===== config.mk =====
export PLATFORM = sky130hd
export DESIGN_NAME = fetch_unit_flat
export DESIGN_NICKNAME = d
export VERILOG_FILES = /design/src/rtl/fetch_unit_if.sv /design/src/rtl/fetch_unit.sv /design/src/flat_wrapper.sv
export SDC_FILE = /design/constraint.sdc
export NUM_CORES = 1
export LEC_CHECK = 0
export ABC_CLOCK_PERIOD_IN_PS = 3700
export BUFFER_PORTS_ARGS = -buffer_cell sky130_fd_sc_hd__buf_2
export CORE_MARGIN = 2
export CORE_UTILIZATION = 40
export CTS_CLUSTER_SIZE = 25
export DETAILED_ROUTE_END_ITERATION = 6
export GPL_ROUTABILITY_DRIVEN = 0
export PLACE_DENSITY = 0.66
export SLEW_MARGIN = 20
export SYNTH_ARGS = -nofsm -noshare
export SYNTH_HDL_FRONTEND = slang
export SYNTH_SLANG_ARGS = --single-unit

===== constraint.sdc =====
create_clock -name clk -period 3.7 [get_ports clk]
set_input_delay 0.555 -clock clk [delete_from_list [all_inputs] [get_ports clk]]
set_output_delay 0.555 -clock clk [all_outputs]
set_load 0.02 [all_outputs]

===== src/rtl/fetch_unit_if.sv =====
// Fetch-stage bus: imem address/data, execute redirect and the decode valid/ready handshake.
// master = fetch_unit side, slave = the imem/execute/decode side.
interface fetch_unit_if;
    logic [31:0] imem_addr;
    logic [31:0] imem_rd;
    logic        branch_valid;
    logic [31:0] branch_target;
    logic        instr_valid;
    logic        instr_ready;
    logic [31:0] instr;
    logic [31:0] instr_pc;

    modport master (
        output imem_addr,
        input  imem_rd,
        input  branch_valid,
        input  branch_target,
        output instr_valid,
        input  instr_ready,
        output instr,
        output instr_pc
    );

    modport slave (
        input  imem_addr,
        output imem_rd,
        output branch_valid,
        output branch_target,
        input  instr_valid,
        output instr_ready,
        input  instr,
        input  instr_pc
    );
endinterface


===== src/rtl/fetch_unit.sv =====
// fetch_unit: PC register plus prefetch FIFO feeding decode over valid/ready; redirects flush the FIFO.
// Optional macro FETCH_HALT_EN: stop fetching after the branch-to-self end-of-program word.
module fetch_unit #(
    parameter logic [31:0] RESET_PC   = 32'h0000_0000,
    parameter int          FIFO_DEPTH = 2
) (
    input  logic         clk,
    input  logic         reset,
`ifdef FETCH_HALT_EN
    output logic         halted,
`endif
    fetch_unit_if.master bus
);
    localparam int            PW        = $clog2(FIFO_DEPTH);
    localparam int            CW        = PW + 1;
    localparam logic [31:0]   PC_RST    = {RESET_PC[31:2], 2'b00};
    localparam logic [CW-1:0] DEPTH     = CW'(FIFO_DEPTH);
    localparam logic [31:0]   HALT_WORD = 32'hEAFF_FFFE;

    logic [31:0]   pc_q;
    logic [31:0]   fifo_instr [FIFO_DEPTH];
    logic [31:0]   fifo_pc    [FIFO_DEPTH];
    logic [PW-1:0] rd_ptr;
    logic [PW-1:0] wr_ptr;
    logic [CW-1:0] count;
    logic          valid;
    logic          pop;
    logic          push;

    assign valid = (count != '0);
    assign pop   = valid & bus.instr_ready;

`ifdef FETCH_HALT_EN
    logic halt_q;

    assign push   = ~bus.branch_valid & ((count < DEPTH) | pop) & ~halt_q;
    assign halted = halt_q;

    // The halt word itself is still pushed; only later pushes are blocked.
    always_ff @(posedge clk or negedge reset) begin
        if (!reset)
            halt_q <= 1'b0;
        else if (bus.branch_valid)
            halt_q <= 1'b0;
        else if (push && (bus.imem_rd == HALT_WORD))
            halt_q <= 1'b1;
    end
`else
    assign push = ~bus.branch_valid & ((count < DEPTH) | pop);
`endif

    always_ff @(posedge clk or negedge reset) begin
        if (!reset) begin
            pc_q   <= PC_RST;
            rd_ptr <= '0;
            wr_ptr <= '0;
            count  <= '0;
            for (int i = 0; i < FIFO_DEPTH; i++) begin
                fifo_instr[i] <= '0;
                fifo_pc[i]    <= '0;
            end
        end else if (bus.branch_valid) begin
            // A same-cycle pop has already been taken by decode; everything else is dropped.
            pc_q   <= {bus.branch_target[31:2], 2'b00};
            rd_ptr <= '0;
            wr_ptr <= '0;
            count  <= '0;
        end else begin
            if (push) begin
                fifo_instr[wr_ptr] <= bus.imem_rd;
                fifo_pc[wr_ptr]    <= pc_q;
                wr_ptr             <= wr_ptr + PW'(1);
                pc_q               <= pc_q + 32'd4;
            end
            if (pop)
                rd_ptr <= rd_ptr + PW'(1);
            if (push && !pop)
                count <= count + CW'(1);
            else if (pop && !push)
                count <= count - CW'(1);
        end
    end

    assign bus.imem_addr   = pc_q;
    assign bus.instr_valid = valid;
    assign bus.instr       = valid ? fifo_instr[rd_ptr] : '0;
    assign bus.instr_pc    = valid ? fifo_pc[rd_ptr]    : '0;
endmodule

===== src/flat_wrapper.sv =====
// flat-port wrapper written by rule: the top's interface ports become plain ports
module fetch_unit_flat 
#(
    parameter logic [31:0] RESET_PC   = 32'h0000_0000,
    parameter int          FIFO_DEPTH = 2
)
  (clk, reset, bus_imem_addr, bus_imem_rd, bus_branch_valid, bus_branch_target, bus_instr_valid, bus_instr_ready, bus_instr, bus_instr_pc);
  fetch_unit_if bus_i ();
  input  logic clk;
  input  logic reset;
  output wire logic [$bits(bus_i.imem_addr)-1:0] bus_imem_addr;
  input wire logic [$bits(bus_i.imem_rd)-1:0] bus_imem_rd;
  input wire logic [$bits(bus_i.branch_valid)-1:0] bus_branch_valid;
  input wire logic [$bits(bus_i.branch_target)-1:0] bus_branch_target;
  output wire logic [$bits(bus_i.instr_valid)-1:0] bus_instr_valid;
  input wire logic [$bits(bus_i.instr_ready)-1:0] bus_instr_ready;
  output wire logic [$bits(bus_i.instr)-1:0] bus_instr;
  output wire logic [$bits(bus_i.instr_pc)-1:0] bus_instr_pc;
  assign bus_imem_addr = bus_i.imem_addr;
  assign bus_i.imem_rd = bus_imem_rd;
  assign bus_i.branch_valid = bus_branch_valid;
  assign bus_i.branch_target = bus_branch_target;
  assign bus_instr_valid = bus_i.instr_valid;
  assign bus_i.instr_ready = bus_instr_ready;
  assign bus_instr = bus_i.instr;
  assign bus_instr_pc = bus_i.instr_pc;
  fetch_unit #(.RESET_PC(RESET_PC), .FIFO_DEPTH(FIFO_DEPTH)) u_core (.clk(clk), .reset(reset), .bus(bus_i));
endmodule

==> impl_metrics.tcl, run 1 <==
set metrics [dict create \
    status "finished, final reports clean" \
    grt_max_degree 96 \
    syn_area_um2 7490 \
    grt_first_pass_wirelength_mm 27.1 \
    finalHoldViolations 0 \
    finClkSkew_ns 0.00560 \
    clk_pin_slew_ns 0.06 \
    synth.distinct_cells 33 \
    cp-end-kind "output pin" \
    slew_headroom_pct 40.3 \
    cpMaxStageDelayCell "dfrtp_4" \
    setup_violations 0 \
    cts_sinks 158 \
    worst-slew-pin-transition_ns 0.895 \
    drive_gt1_share_pct 43.8 \
    start_util_pct 40.4 \
    fin_total_pwr_mw 5.44 \
    die_w_um 141 \
    grt_overflow_total 0 \
    hpwl_mm 11.3 \
    path_delay_family "flip-flops" \
    worstHoldPathType "in2async" \
    cts_tree "built" \
    placementRows 50 \
    io_pins 165 \
    grt_usage_pct 17.3 \
    post_cts_resized 0 \
    ys_ff_latch 158 \
    drcViolationCount 0 \
    cts_setup_buffers 0 \
    antenna_found_initial 1 \
    crit_chain "buf_4 -> mux2i_1 -> nor2_1 -> buf_2" \
    use_met2_pct 27.7 \
    ys_async_sr_fraction_pct 100 \
    dp_cells 980 \
    slew_viol_final 0 \
    period_share_pct 72.9 \
    synth_top_area_cell "dfrtp_1" \
    synth_commonest_cells "158 x dfrtp_1, 126 x mux2_2, 71 x nor2_1" \
    top_usage_layer "met2" \
    cp.required_ns 3.14 \
    via_per_inst 4.98 \
    path_max_fanout 30 \
    clkLatencyLatePin_ns 0.41 \
    holdBufCountCts 0 \
    setup.worst_path.start_class "flip-flop" \
    fin_tns_setup_ns 0 \
    arrival_ns 2.14 \
    wl_per_cell_um 16.4 \
    period_minus_slack_ns 2.70 \
    worstSetupPathType "reg2out" \
    routed_wl_mm 16.6 \
    cap_violations 0 \
    peakVddDrop_mv 0.323 \
    diodes 0 \
    rsz0062_at_grt "false" \
    root_buffer "clkbuf_16" \
    synth.area.top_cells "dfrtp_1 53%, mux2_2 19%, mux2i_1 8.4%" \
    syn_area_per_cell_um2 12.1 \
    synth_top_cell_area_share_pct 52.8 \
    p_leak_nw 4.07 \
    ant_nets 0 \
    power_density_nw_per_um2 596 \
    final_nets 834 \
    first_global_vias 5102 \
    cts_buffers 17 \
    n_fill_cell 1723 \
    grt.met3_usage_pct 3.97 \
    htree_levels 4 \
    first_pass_iters 4 \
    clockBufferDepth 2 \
    fin_cells 1012 \
    critPathMaxStageDelay_ns 0.79 \
    synth_edf_count 0 \
    port_buffers 158 \
    synth-main-ff-cell "dfrtp_1" \
    vias 5039 \
    dr.first_iter.drc_count 244 \
    die-area_um2 19800 \
    grtUsageMet1_pct 23.7 \
    yosysMostFrequentCell "dfrtp_1" \
    cp_num_buf_inv 2 \
    fp.dieH_um 141 \
    synth_warnings 0 \
    fp.coreArea_um2 18500 \
    syn_inst 617 \
    yosysSeqAreaShare_pct 52.8 \
    syn_to_final_growth_pct 21.9 \
    max_freq_mhz 371 \
]
-- logic make-up after synthesis --
| kind of cell | synth area share (%) |
|---|---|
| buffers and inverters | 3.27 |
| AOI/OAI and AO/OA | 2.00 |
| adders and majority gates | 0.167 |
| and+or+nand+nor | 10.7 |
| other | 0.0501 |
| muxes | 27.4 |
| DFF | 52.8 |
| xor gates and xnor gates | 3.63 |
-- per-stage QoR --
step	worst slack, ns	util, %	hold slack [ns]	instance area (um^2)
finish	1.00	49.3	0.220	9130
detailed placement	1.06	46.0	0.494	8510
floorplan	1.66	-	0.259	7500
global placement	1.10	46.0	0.488	8510
global route	0.837	49.3	0.289	9130
CTS	0.931	49.3	0.262	9130
-- per-layer routing --
layer / share of wire [%] / wire, um / vias to the layer above
met5: 0.078 / 13 / -
met4: 1.1 / 180 / 2
met3: 4.5 / 752 / 15
met2: 46 / 7670 / 125
met1: 48 / 8010 / 2474
li1: - / - / 2423
-- sequential cells by signal, indices dropped and copies added (netlist names) --
register,cells
u_core.fifo_instr,64
u_core.bus.imem_addr,30
u_core.wr_ptr,1
u_core.rd_ptr,1
u_core.fifo_pc,60
u_core.count,2
-- power breakdown --
part | leakage (nW) | internal [mW] | total, mW | switching (mW)
sequential | 1.89 | 2.11 | 2.37 | 0.255
combinational | 1.88 | 0.605 | 1.25 | 0.648
clock | 0.294 | 1.15 | 1.82 | 0.675
total | 4.07 | 3.87 | 5.44 | 1.58
-- cells in the final DEF, fill, tap and decap left out, drive strengths merged, types with 5 or more instances in the layout --
| cell | netlist | routed |
|---|---|---|
| nor2 | 71 | 71 |
| nand3 | 9 | 9 |
| mux2 | 126 | 126 |
| o21ai | 28 | 28 |
| xor2 | 8 | 8 |
| nand2 | 39 | 39 |
| inv | 8 | 8 |
| buf | 27 | 169 |
| and3 | 5 | 5 |
| clkbuf | 16 | 22 |
| mux2i | 63 | 63 |
| nand4 | 7 | 7 |
| xnor2 | 23 | 23 |
| nor4 | 12 | 12 |
| dfrtp | 158 | 158 |
-- final cells by class --
class	instances	area (um^2)	area share, %
Sequential cell	158	3960	43.3
Multi-Input combinational cell	411	3320	36.3
Timing Repair Buffer	169	917	10.0
Clock buffer	22	454	4.97
Tap cell	234	293	3.21
Clock inverter	10	163	1.78
Inverter	8	30.0	0.329
-- worst paths after layout --
kind	from	end	slack, ns	cells past startpoint
min	reset	u_core.fifo_instr[56]$_DFFE_PN0P_	0.22	1
min reg2reg	u_core.fifo_instr[5]$_DFFE_PN0P_	u_core.fifo_instr[5]$_DFFE_PN0P_	0.50	1
max in group asynchronous	reset	u_core.bus.imem_addr[7]$_DFFE_PN0P_	2.60	2
max reg2reg	u_core.count[1]$_DFFE_PN0P_	u_core.fifo_pc[27]$_DFFE_PN0P_	1.38	4
min in group clk	bus_branch_target[9]	u_core.bus.imem_addr[9]$_DFFE_PN0P_	0.35	3
max	u_core.rd_ptr$_DFFE_PN0P_	bus_instr_pc[15]	1.00	4
-- worst reg2reg max path: stages (launching register included) --
cell and delay [ns]:
dfrtp_1 0.42, nand2b_1 0.44, and3b_4 0.66, buf_4 0.32, mux2_2 0.36
No activity file was read; power rests on OpenSTA's default activity.
==> run 2: changes to the inputs <==
--- a/config.mk
+++ b/config.mk
@@ -5,7 +5,7 @@
 export SDC_FILE = /design/constraint.sdc
 export NUM_CORES = 1
 export LEC_CHECK = 0
-export ABC_CLOCK_PERIOD_IN_PS = 3700
+export ABC_CLOCK_PERIOD_IN_PS = 2550
 export BUFFER_PORTS_ARGS = -buffer_cell sky130_fd_sc_hd__buf_2
 export CORE_MARGIN = 2
 export CORE_UTILIZATION = 40
==> constraint.sdc (replaced) <==
create_clock -name clk -period 2.55 [get_ports clk]
set_input_delay 0.3825 -clock clk [delete_from_list [all_inputs] [get_ports clk]]
set_output_delay 0.3825 -clock clk [all_outputs]
set_load 0.02 [all_outputs]
==> impl_metrics.tcl, run 2 (same netlist as run 1, synthesis figures left out) <==
set metrics [dict create \
    status "finished, final reports clean" \
    cts_sinks 158 \
    fin_tns_setup_ns 0 \
    rsz0062_at_grt "false" \
    final_area_um2 9250 \
    cpMaxStageDelayCell "dfrtp_4" \
    wl_per_cell_um 16.6 \
    cts_tree "built" \
    worstHoldPathType "in2reg" \
    n_fill_cell 1671 \
    crit_chain "buf_12 -> mux2i_1 -> nor2_1 -> buf_2" \
    finClkSkew_ns 0.0117 \
    top_register "u_core.fifo_instr" \
    grt_first_pass_wirelength_mm 27.7 \
    setup_ws_ns 0.300 \
    slew_viol_final 0 \
    cp.required_ns 2.17 \
    critPathMaxStageDelay_ns 0.68 \
    r2r_cells 5 \
    final_nets 841 \
    hpwl_mm 11.4 \
    finalHoldViolations 0 \
    clk_pin_slew_ns 0.06 \
    cts_setup_buffers 0 \
    worstSetupPathType "reg2out" \
    max_freq_mhz 445 \
    placementRows 50 \
    clockBufferDepth 2 \
    port_buffers 158 \
    crit_cells 4 \
    grt_overflow_total 0 \
    most-common-layout-cells "157 x buf_2, 157 x dfrtp_1, 126 x mux2_2" \
    final_util_pct 50.0 \
    die_w_um 141 \
    grt_max_degree 61 \
    first_pass_iters 4 \
    fp.coreArea_um2 18500 \
    routed_wl_mm 16.9 \
    setup_violations 0 \
    root_buffer "clkbuf_16" \
    period_share_pct 88.2 \
    cp_num_buf_inv 2 \
    path_max_fanout 25 \
    first_global_vias 5229 \
    regToRegEndpoint "u_core.bus.imem_addr[23]$_DFFE_PN0P_" \
    power_density_nw_per_um2 856 \
    period_minus_slack_ns 2.25 \
    grt_usage_pct 17.6 \
    dp_worst_setup_slack_ns 0.580 \
    antenna_found_initial 1 \
    peakVddDrop_mv 0.472 \
    p_leak_nw 4.13 \
    post_cts_resized 0 \
    dr.first_iter.drc_count 226 \
    dpl_cell_area_um2 8630 \
    io_pins 165 \
    clkLatencyLatePin_ns 0.42 \
    worst-slew-pin-transition_ns 0.587 \
    htree_levels 4 \
    drive_gt1_share_pct 44.2 \
    syn_to_final_growth_pct 23.6 \
    min_from "bus_branch_target[17]" \
    r2r-start "u_core.bus.imem_addr[9]$_DFFE_PN0P_" \
    ant_nets 0 \
    slew_headroom_pct 60.9 \
    cap_violations 0 \
    path_delay_family "flip-flops" \
    cts_buffers 17 \
    diodes 0 \
    largest_reg_flops 64 \
    worstHoldPathCells 3 \
    hold_path_end "u_core.bus.imem_addr[17]$_DFFE_PN0P_" \
    vias 5107 \
    fp.dieH_um 141 \
    die-area_um2 19800 \
    drcViolationCount 0 \
    rrSetupSlack_ns 0.61 \
    setup.worst_path.start_class "flip-flop" \
    arrival_ns 1.87 \
    start_util_pct 40.4 \
    via_per_inst 5.02 \
    cp-end-kind "output pin" \
]
==> run 2: metrics by stage <==
step	std cells	hold WS (ns)	power [mW]
after floorplan	620	0.0869	4.70
after global placement	986	0.410	5.31
after detailed placement	986	0.412	5.36
after CTS	1017	0.150	8.02
after global routing	1017	0.161	8.35
final	1017	0.174	7.92
==> run 2: timing repair <==
item | 4_1_cts | 5_1_grt
hold buffers | 1 | 0
setup endpoints to repair | 0 | 0
hold endpoints to repair | 56 | 0
==> run 2: routing by layer <==
layer	vias up	share of wire [%]	global-route usage (%)
li1	2435	-	-
met1	2533	47	24.1
met2	124	48	28.3
met3	13	4.7	4.45
met4	2	0.59	4.11
met5	-	0.077	0
==> run 2: area by class of cell <==
type	count	area [um^2]	share of cell area, %
sequential	158	3960	42.8
multi-input combinational	411	3320	35.8
timing repair buffer	176	1050	11.3
clock buffer	25	505	5.46
tap	234	293	3.16
clock inverter	5	104	1.12
inverter	8	30.0	0.324
==> run 2: how the worst max path moves through the flow <==
stage / start / endpoint
final: u_core.rd_ptr$_DFFE_PN0P_ / bus_instr_pc[20]
after CTS: u_core.rd_ptr$_DFFE_PN0P_ / bus_instr_pc[20]
after floorplan: u_core.rd_ptr$_DFFE_PN0P_ / bus_instr[0]
after global placement: bus_instr_ready / u_core.fifo_instr[5]$_DFFE_PN0P_
after global routing: u_core.rd_ptr$_DFFE_PN0P_ / bus_instr_pc[30]
after detailed placement: bus_instr_ready / u_core.fifo_pc[22]$_DFFE_PN0P_
==> run 2: worst reg2reg max path, stage by stage, from the launching register on <==
cell and delay (ns):
dfrtp_1 0.48, and4_1 0.36, nand3_4 0.22, nor4_1 0.38
xor2_1 0.11, mux2_2 0.27
==> run 2: report_power, final <==
group | switching, mW | internal, mW
combinational | 0.960 | 0.907
clock | 0.962 | 1.66
sequential | 0.361 | 3.07
==> run 3: changes to the inputs <==
--- a/config.mk
+++ b/config.mk
@@ -9,10 +9,12 @@
 export BUFFER_PORTS_ARGS = -buffer_cell sky130_fd_sc_hd__buf_2
 export CORE_MARGIN = 2
 export CORE_UTILIZATION = 40
+export CTS_BUF_LIST = sky130_fd_sc_hd__clkbuf_8
 export CTS_CLUSTER_SIZE = 25
 export DETAILED_ROUTE_END_ITERATION = 6
 export GPL_ROUTABILITY_DRIVEN = 0
 export PLACE_DENSITY = 0.66
+export RECOVER_POWER = 25
 export SLEW_MARGIN = 20
 export SYNTH_ARGS = -nofsm -noshare
 export SYNTH_HDL_FRONTEND = slang
==> impl_metrics.tcl, run 3 (same netlist as run 1, synthesis figures left out) <==
set metrics [dict create \
    routed_wl_mm 16.8 \
    n_fill_cell 1688 \
    critPathMaxStageDelay_ns 0.68 \
    vias 5109 \
    clockBufferDepth 2 \
    path_delay_family "flip-flops" \
    cp-end-kind "output pin" \
    period_share_pct 90.8 \
    io_pins 165 \
    cap_violations 1 \
    die_w_um 141 \
    worstSetupPathType "reg2out" \
    most-common-layout-cells "157 x buf_2, 157 x dfrtp_1, 126 x mux2_2" \
    setup_violations 0 \
    peakVddDrop_mv 0.360 \
    final_area_um2 9060 \
    diodes 0 \
    via_per_inst 5.02 \
    clk_pin_slew_ns 0.08 \
    grt_usage_pct 17.6 \
    finalHoldViolations 0 \
    cpMaxStageDelayCell "dfrtp_4" \
    hpwl_mm 11.4 \
    fin_tns_setup_ns 0 \
    grt_first_pass_wirelength_mm 27.6 \
    port_buffers 158 \
    crit_chain "buf_12 -> mux2i_1 -> nor2_1 -> buf_2" \
    clkLatencyLatePin_ns 0.45 \
    wl_per_cell_um 16.5 \
    drcViolationCount 0 \
    slew_headroom_pct -7.26 \
    cts_sinks 158 \
    grt_overflow_total 0 \
    htree_levels 4 \
    start_util_pct 40.4 \
    finClkSkew_ns 0.0146 \
    first_pass_iters 4 \
    cts_buffers 17 \
    placementRows 50 \
    violations "max-capacitance violations, max-slew violations" \
    final_nets 841 \
    cp.required_ns 2.17 \
    dpl_cell_area_um2 8630 \
    final_util_pct 48.9 \
    cts_tree "built" \
    period_minus_slack_ns 2.32 \
    cts_setup_buffers 0 \
    worst-slew-pin-transition_ns 1.61 \
    die-area_um2 19800 \
    antenna_found_initial 0 \
    rsz0062_at_grt "false" \
    path_max_fanout 25 \
    cp_num_buf_inv 2 \
    drive_gt1_share_pct 44.2 \
    top_register "u_core.fifo_instr" \
    dr.first_iter.drc_count 221 \
    grt_max_degree 61 \
    slew_viol_final 59 \
    power_density_nw_per_um2 802 \
    fp.coreArea_um2 18500 \
    root_buffer "clkbuf_8" \
    first_global_vias 5215 \
    arrival_ns 1.93 \
    max_freq_mhz 432 \
    worstHoldPathType "in2reg" \
    ant_nets 0 \
    holdWs_ns 0.135 \
    post_cts_resized 0 \
    status "complete, but fails checks" \
    syn_to_final_growth_pct 20.9 \
    fp.dieH_um 141 \
    setup.worst_path.start_class "flip-flop" \
    p_leak_nw 4.05 \
    largest_reg_flops 64 \
]
==> run 3: metrics by stage <==
step           std cells  power (mW)  worst slack [ns]
2_1_floorplan        620        4.70             0.678
3_3_place_gp         986        5.31             0.601
3_5_place_dp         986        5.36             0.580
4_1_cts             1017        7.36             0.155
5_1_grt             1017        7.67             0.117
6_report            1017        7.26             0.234
==> run 3: tightest hold or removal path, delay by kind of cell <==
kind / cells / cell delay, ns
simple gates: 1 / 0.04
compound gates: 1 / 0.06
buf+inv: 1 / 0.08
==> run 3: what timing repair did <==
action,4_1_cts,5_1_grt
hold buffers,1,0
endpoints found under the setup margin,0,0
hold endpoints to repair,56,0
==> run 3: final cells by class <==
cell class                 instances  area [um^2]  share of cell area, %
clock inverter                     8          115                   1.27
clock buffer                      22          303                   3.34
inverter                           8         30.0                  0.332
timing repair buffer             176         1040                   11.5
multi-input combinational        411         3320                   36.6
sequential                       158         3960                   43.7
tap                              234          293                   3.23
==> run 3: path summary, 6_finish.rpt <==
| check | endpoint | cells after the start | slack [ns] | start |
|---|---|---|---|---|
| hold / removal | u_core.bus.imem_addr[10]$_DFFE_PN0P_ | 3 | 0.14 | bus_branch_target[10] |
| setup reg to reg | u_core.bus.imem_addr[23]$_DFFE_PN0P_ | 5 | 0.58 | u_core.bus.imem_addr[9]$_DFFE_PN0P_ |
| hold reg to reg | u_core.fifo_instr[59]$_DFFE_PN0P_ | 1 | 0.51 | u_core.fifo_instr[59]$_DFFE_PN0P_ |
| min in group asynchronous | u_core.fifo_instr[53]$_DFFE_PN0P_ | 2 | 0.87 | reset |
| setup / recovery | bus_instr_pc[20] | 4 | 0.23 | u_core.rd_ptr$_DFFE_PN0P_ |
| max in group asynchronous | u_core.rd_ptr$_DFFE_PN0P_ | 2 | 0.51 | reset |
==> run 3: report_power, final <==
group / switching (mW) / total (mW) / internal, mW
combinational: 0.960 / 1.87 / 0.907
clock: 0.894 / 1.97 / 1.08
sequential: 0.360 / 3.42 / 3.06
total: 2.21 / 7.26 / 5.05
==> run 3: layer usage <==
layer | track usage, % | up-vias | share of wire, %
li1 | - | 2430 | -
met1 | 24.2 | 2532 | 47
met2 | 28.2 | 132 | 47
met3 | 4.04 | 15 | 4.9
met4 | 4.74 | 0 | 0.95
met5 | 0 | - | 0
